[src/rtl/galaga_input_pkg.sv]
// Shared constants for the GALAGA input conditioner: button indices and parameter defaults.
package galaga_input_pkg;

    localparam int NUM_BTN = 6;

    localparam int IDX_L1 = 0;
    localparam int IDX_R1 = 1;
    localparam int IDX_F1 = 2;
    localparam int IDX_L2 = 3;
    localparam int IDX_R2 = 4;
    localparam int IDX_F2 = 5;

    localparam int DEF_DB_CYCLES   = 4;
    localparam int DEF_FIRE_PERIOD = 8;

    typedef logic [NUM_BTN-1:0] btn_vec_t;

endpackage

[src/rtl/galaga_input_conditioner_debounce.sv]
// One push-button channel: two-flop synchroniser, consecutive-sample debounce and
// a rising-edge strobe that is true during the cycle before the stable level goes high.
module button_debounce
    import galaga_input_pkg::*;
#(
    parameter int DB_CYCLES = DEF_DB_CYCLES
) (
    input  logic clk,
    input  logic rst_n,
    input  logic btn_raw,
    output logic level,
    output logic rise
);

    logic       meta_q, meta_d;
    logic       sync_q, sync_d;
    logic [7:0] cnt_q, cnt_d;
    logic       st_q, st_d;

    always_comb begin
        meta_d = btn_raw;
        sync_d = meta_q;
        st_d   = st_q;
        cnt_d  = 8'd0;
        // Any sample equal to the stable level leaves cnt_d at zero, restarting the run.
        if (sync_q != st_q) begin
            if (cnt_q == 8'(DB_CYCLES - 1)) begin
                st_d = sync_q;
            end else begin
                cnt_d = cnt_q + 8'd1;
            end
        end
    end

    always_ff @(posedge clk or negedge rst_n) begin
        if (!rst_n) begin
            meta_q <= 1'b0;
            sync_q <= 1'b0;
            cnt_q  <= 8'd0;
            st_q   <= 1'b0;
        end else begin
            meta_q <= meta_d;
            sync_q <= sync_d;
            cnt_q  <= cnt_d;
            st_q   <= st_d;
        end
    end

    assign level = st_q;
    assign rise  = st_d & ~st_q;

endmodule

[src/rtl/galaga_input_conditioner.sv]
// Conditions six raw buttons into registered single-cycle command pulses for the GALAGA core.
// Optional autofire on the fire buttons is enabled with the GALAGA_AUTOFIRE_EN macro.
module galaga_input_conditioner
    import galaga_input_pkg::*;
#(
    parameter int DB_CYCLES = DEF_DB_CYCLES
`ifdef GALAGA_AUTOFIRE_EN
    ,
    parameter int FIRE_PERIOD = DEF_FIRE_PERIOD
`endif
) (
    input  logic       CLK,
    input  logic       RST,
    input  logic       BTN_L1,
    input  logic       BTN_R1,
    input  logic       BTN_F1,
    input  logic       BTN_L2,
    input  logic       BTN_R2,
    input  logic       BTN_F2,
    input  logic       DONE,
    output logic       LEFT,
    output logic       RIGHT,
    output logic       DP1,
    output logic       LEFT2,
    output logic       RIGHT2,
    output logic       DP2,
    output logic [5:0] HELD
);

    btn_vec_t   btn_raw;
    btn_vec_t   level;
    btn_vec_t   rise;
    btn_vec_t   pulse_d, pulse_q;
    logic [1:0] fire_rep;

    assign btn_raw[IDX_L1] = BTN_L1;
    assign btn_raw[IDX_R1] = BTN_R1;
    assign btn_raw[IDX_F1] = BTN_F1;
    assign btn_raw[IDX_L2] = BTN_L2;
    assign btn_raw[IDX_R2] = BTN_R2;
    assign btn_raw[IDX_F2] = BTN_F2;

    for (genvar i = 0; i < NUM_BTN; i++) begin : g_btn
        button_debounce #(
            .DB_CYCLES(DB_CYCLES)
        ) u_db (
            .clk    (CLK),
            .rst_n  (RST),
            .btn_raw(btn_raw[i]),
            .level  (level[i]),
            .rise   (rise[i])
        );
    end

`ifdef GALAGA_AUTOFIRE_EN
    logic [1:0] fire_rise;
    logic [1:0] fire_lvl;
    logic [7:0] rep_cnt_q [2];
    logic [7:0] rep_cnt_d [2];

    assign fire_rise = {rise[IDX_F2], rise[IDX_F1]};
    assign fire_lvl  = {level[IDX_F2], level[IDX_F1]};

    // Counter restarts on the initial press and idles at zero while the button is up.
    always_comb begin
        for (int p = 0; p < 2; p++) begin
            rep_cnt_d[p] = 8'd0;
            fire_rep[p]  = 1'b0;
            if (!fire_rise[p] && fire_lvl[p]) begin
                if (rep_cnt_q[p] == 8'(FIRE_PERIOD - 1)) begin
                    fire_rep[p] = 1'b1;
                end else begin
                    rep_cnt_d[p] = rep_cnt_q[p] + 8'd1;
                end
            end
        end
    end

    always_ff @(posedge CLK or negedge RST) begin
        if (!RST) begin
            for (int p = 0; p < 2; p++) begin
                rep_cnt_q[p] <= 8'd0;
            end
        end else begin
            for (int p = 0; p < 2; p++) begin
                rep_cnt_q[p] <= rep_cnt_d[p];
            end
        end
    end
`else
    assign fire_rep = 2'b00;
`endif

    // Simultaneous left+right from one player cancel; DONE discards everything that cycle.
    always_comb begin
        pulse_d         = '0;
        pulse_d[IDX_L1] = rise[IDX_L1] & ~rise[IDX_R1];
        pulse_d[IDX_R1] = rise[IDX_R1] & ~rise[IDX_L1];
        pulse_d[IDX_F1] = rise[IDX_F1] | fire_rep[0];
        pulse_d[IDX_L2] = rise[IDX_L2] & ~rise[IDX_R2];
        pulse_d[IDX_R2] = rise[IDX_R2] & ~rise[IDX_L2];
        pulse_d[IDX_F2] = rise[IDX_F2] | fire_rep[1];
        if (DONE) begin
            pulse_d = '0;
        end
    end

    always_ff @(posedge CLK or negedge RST) begin
        if (!RST) begin
            pulse_q <= '0;
        end else begin
            pulse_q <= pulse_d;
        end
    end

    assign LEFT   = pulse_q[IDX_L1];
    assign RIGHT  = pulse_q[IDX_R1];
    assign DP1    = pulse_q[IDX_F1];
    assign LEFT2  = pulse_q[IDX_L2];
    assign RIGHT2 = pulse_q[IDX_R2];
    assign DP2    = pulse_q[IDX_F2];
    assign HELD   = level;

endmodule
[config.mk]
export PLATFORM = sky130hd
export DESIGN_NAME = galaga_input_conditioner
export DESIGN_NICKNAME = d
export VERILOG_FILES = /design/src/rtl/galaga_input_pkg.sv /design/src/rtl/galaga_input_conditioner_debounce.sv /design/src/rtl/galaga_input_conditioner.sv
export SDC_FILE = /design/constraint.sdc
export NUM_CORES = 1
export LEC_CHECK = 0
export CAP_MARGIN = 25
export CORE_MARGIN = 2
export CORE_UTILIZATION = 58
export DETAILED_ROUTE_END_ITERATION = 16
export HOLD_SLACK_MARGIN = 0.15
export PLACE_DENSITY = 0.78
export SETUP_SLACK_MARGIN = 0.02
export SLEW_MARGIN = 20
export SYNTH_ARGS = -nofsm -noshare
export SYNTH_HDL_FRONTEND = slang
export SYNTH_HIERARCHICAL = 1
export SYNTH_SLANG_ARGS = --single-unit
[constraint.sdc]
create_clock -name CLK -period 1.67 [get_ports CLK]
set_input_delay 0.334 -clock CLK [delete_from_list [all_inputs] [get_ports CLK]]
set_output_delay 0.334 -clock CLK [all_outputs]
set_load 0.02 [all_outputs]
## Word-level counts from Yosys, hierarchy flattened

Index checks and enable logic that the tools add are counted.

- Input bits: 9
- Output and inout port bits: 12
- Word-level logic and storage cells: 88
- Flip-flop bits (word level): 72

- Add/sub/neg operators: 6
- Equality and inequality tests: 12
- Muxes and demuxes: 25
- Bitwise operators: 20

Operator list:

| kind | number |
|---|---|
| 8-bit 2-to-1 mux | 12 |
| 8-bit by 1-bit adder with 8-bit output (second input constant) | 6 |
| 8-bit by 2-bit == test with 1-bit output (second input constant) | 6 |
| 1-bit 2-to-1 mux | 12 |
| 1-bit AND | 10 |
| 1-bit inverter | 10 |
| 6-bit 2-to-1 mux | 1 |
| 1-bit inequality test | 6 |

## Depth between registers and ports, before layout

- Depth in word-level cells: 7
- Gate-level depth with buffers: 5
- Mapped depth without buffers: 5

## By module

The synthesis kept the hierarchy.

Modules (own cells, without submodules):

| module | sequential area each (sq um) | cells each | area an instance (sq um) | instances |
|---|---|---|---|---|
| button_debounce | 275.3 | 44 | 501.7 | 6 |
| galaga_input_conditioner | 150.1 | 12 | 192.7 | 1 |

## Worst setup path before layout

Ideal clock, no wire load.

- Path type: flip-flop to flip-flop
- Start point: register g_btn[0].u_db.cnt_q[0]
- End point: register pulse_q[0]
- Path buffers: 0
- Required time: 1.582 ns
- Path slack: 0.270 ns
- Setup time: 0.088 ns
- Stages on the path, launching flop included: 6
- Clock period less this slack: 1.400 ns
- Arrival: 1.312 ns
- Cell sequence: dfrtp_1 > ha_1 > nor4b_2 > nand2_1 > nor3b_1 > nor3b_1

- Cells in the longest elaborated chain, start to end: 6

RTL lines:

| element | RTL line | RTL |
|---|---|---|
| start: declaration | galaga_input_conditioner_debounce.sv:17 | `logic [7:0] cnt_q, cnt_d;` |
| start signal: assignment | galaga_input_conditioner_debounce.sv:44 | `cnt_q <= cnt_d;` |
| 8-bit by 2-bit == test with 1-bit output | galaga_input_conditioner_debounce.sv:27 | `if (cnt_q == 8'(DB_CYCLES - 1)) begin` |
| 1-bit 2-to-1 mux | galaga_input_conditioner_debounce.sv:27 |  |
| 1-bit 2-to-1 mux | galaga_input_conditioner_debounce.sv:26 | `if (sync_q != st_q) begin` |
| 1-bit AND | galaga_input_conditioner_debounce.sv:50 | `assign rise = st_d & ~st_q;` |
| named net rise[0] | galaga_input_conditioner.sv:32 | `btn_vec_t rise;` |
| 1-bit AND | galaga_input_conditioner.sv:97 | `pulse_d[IDX_L1] = rise[IDX_L1] & ~rise[IDX_R1];` |
| 6-bit 2-to-1 mux | galaga_input_conditioner.sv:103 | `if (DONE) begin` |
| named net pulse_d[0] | galaga_input_conditioner.sv:33 | `btn_vec_t pulse_d, pulse_q;` |
| end signal: assignment | galaga_input_conditioner.sv:112 | `pulse_q <= pulse_d;` |
| end: declaration | galaga_input_conditioner.sv:33 |  |

The timed path passes the listed nets, and every way through them passes these cells.

## Final worst setup path

- Start point: register pulse_q[4]
- End point: output port RIGHT2

RTL lines:

| element | RTL line | RTL |
|---|---|---|
| end: declaration | galaga_input_conditioner.sv:25 | `output logic RIGHT2,` |

No word-level cell between the ends.

==> run metrics <==
DPL Wire Length=3.71 mm; ant diodes=0; Initial Util=59.3%; layout cells sized above 1=16.1%; leakage=0.00162 uW; H-tree Lvls=3; CTS root buf=clkbuf_8; Post-Synthesis Cells=276; Die W=78.3 um; VDD IR-drop max=0.000787 V; Post-synth top flop=dfrtp_1; final core utilization=69.4%; crit path capture type=output port; Die ar.=0.00613 mm2; worst-margin pin slew=0.373 ns; vias=2,157; first-pass iteration count of the detailed router=4; met3 Use GR=5.86%; RSZ-0062 raised after global routing=true; crit path cell chain=clkdlybuf4s50_1; Port Buffer Count=20; largest net degree at the start of global routing=73; CTS tree=done; routed wire length=5.59 mm; RePlAce Congestion=0.816; Vias/cell=5.56; number of CTS-inserted buffers=9; Arr. time, crit path=1.26 ns; met2 Use GR=30.0%; Top-Level Pins=21; first-pass GRT wire length=9.70 mm; post-route clock period utilization=95.7%; crit path launch type=flip-flop; Final Hold Violating Endpoints=0; Post-Synthesis Mean Instance Area=11.6 um2; critical path's top delay family=buffers and inverters; post-synth top area share=56.3%; area of the core=0.00541 mm2; fillers=401; setup_tns=0 ns; Synth Cell Area=0.00320 mm2; list of most frequent post-synthesis cells=dfrtp_1 (72), nand3_1 (24), nor2_1 (18), o21ai_0 (18), or3_1 (18); outcome=complete, no violations; Pwr Density=1270 mW/mm2; yosys warns=6; clk_lat worst skew=0.33 ns; Yosys reg bits=72; slew margin rel.=75.1%; vias in the first global route=2,157; kind of critical path=flip-flop to output port; Iteration-0 DRC Markers=113; Most Used Layer, Global Route=met2; Final Skew=0.00722 ns; clk buf depth=2; max-slew violations=0; met1 global-route usage=28.2%; Routed wire per std cell=14.4 um; fin crit period=1.60 ns; Crit Path Max Fanout=1; # DRC=0; Worst EP required=1.34 ns; Placement Rows=27; sequential area share after synthesis=56.3%; synth top area cells=dfrtp_1 (56%), ha_1 (4.7%), nand3_1 (3.8%); crit-path max cell delay=0.60 ns; Final Net Count=335; Unique masters post-synth=21; Clk pin slew, worst setup/hold paths=0.07 ns; sum of buffers and inverters on the critical path=1; Max Cap Viol=0; post-synth top area cell=dfrtp_1; post-route ant nets=0; total track usage=20.5%; Hold WC Path Type=flip-flop to flip-flop; Die Y=78.3 um; R2R Setup Slk=0.13 ns; EDFF count, synth=0; grt ovf=0; fmax=625 MHz; most frequent cell after synthesis=dfrtp_1; Layout area overhead=17.1%; # setup viols final=0; Clock Sinks=72; Mapped Nets=297; ys async rst share=100%; Slowest-stage cell, CP=clkdlybuf4s50_1; antenna violations before repair=0
==> worst paths after layout <==
path	startpoint	endpoint	cells after the start
max in group asynchronous	RST	g_btn[4].u_db/cnt_q[0]	3
worst min-delay path	g_btn[5].u_db/meta_q	g_btn[5].u_db/sync_q	0
worst min register to register	g_btn[5].u_db/meta_q	g_btn[5].u_db/sync_q	0
worst max register to register	g_btn[0].u_db/cnt_q[1]	pulse_q[0]	5
min in group asynchronous	RST	g_btn[3].u_db/cnt_q[5]	3
worst max-delay path	pulse_q[4]	RIGHT2	1
==> placed cells by master (no fill, tap or decap), types with 11 or more instances in the layout <==
cell / netlist / routed
clkbuf_8: 0 / 11
dfrtp_1: 72 / 69
ha_1: 12 / 12
nor2_1: 18 / 18
o21ai_0: 18 / 18
nand2_1: 12 / 11
a21oi_1: 12 / 12
nand3_1: 24 / 24
xnor2_1: 12 / 12
xor2_1: 12 / 12
clkdlybuf4s50_1: 0 / 13
or3_1: 18 / 18
==> cell families after synthesis <==
family | count (synthesis) | share of synthesized area [%]
fa+ha+maj | 12 | 4.69
simple gates | 114 | 20.8
compound gates | 42 | 8.20
mux | 6 | 2.81
flops | 72 | 56.3
xor+xnor | 24 | 6.56
buf+inv | 6 | 0.703
==> per-layer routing <==
layer / share of wire [%] / vias to the layer above
li1: - / 1055
met1: 48 / 1072
met2: 48 / 25
met3: 3.0 / 5
met4: 1.2 / 0
met5: 0 / -
==> area by class of cell <==
| cell class | count | area, um2 | area share [%] |
|---|---|---|---|
| clock buffers | 12 | 155 | 4.13 |
| multi-input cells | 198 | 1420 | 37.8 |
| inverters | 6 | 22.5 | 0.600 |
| clock inverters | 1 | 5.00 | 0.133 |
| flip-flops and latches | 72 | 1810 | 48.1 |
| repair buffers | 27 | 255 | 6.80 |
| well taps | 72 | 90.1 | 2.40 |
==> sequential cells by signal, summed over array words and instances, names as in the netlist <==
name	flops
g_btn.u_db/cnt_q	48
g_btn.u_db/level	6
g_btn.u_db/meta_q	6
g_btn.u_db/sync_q	6
pulse_q	6
==> power breakdown <==
part / switching, uW / leakage [uW] / internal (uW)
registers: 332 / 0.000949 / 2000
logic: 669 / 0.000587 / 612
clock network: 562 / 0.0000842 / 594
==> stage by stage <==
step | std cells | setup WS, ns | hold WS (ns) | power (uW) | cell area [um2]
4_1_cts | 387 | 0.0337 | 0.348 | 4770 | 3710
2_1_floorplan | 276 | 0.270 | 0.0384 | 3130 | 3200
3_5_place_dp | 373 | 0.0546 | 0.336 | 3640 | 3540
3_3_place_gp | 373 | 0.171 | 0.335 | 3600 | 3540
5_1_grt | 388 | -0.0237 | 0.356 | 5070 | 3750
6_report | 388 | 0.0712 | 0.346 | 4770 | 3750
==> repair_timing <==
| action | CTS | global route |
|---|---|---|
| setup buffers | 0 | 1 |
| endpoints found under the hold margin | 72 | 0 |
| hold buffers | 1 | 0 |
| setup endpoints to repair | 7 | 4 |
| gates resized for setup | 7 | 9 |
==> worst register-to-register path, stage by stage, from the launching register on <==
cell,delay [ns]
dfrtp_1,0.41
ha_1,0.19
nor4b_2,0.23
nand2_1,0.16
nor3b_2,0.23
nor3b_1,0.22
Note: power is estimated with default switching activity, not from simulation.
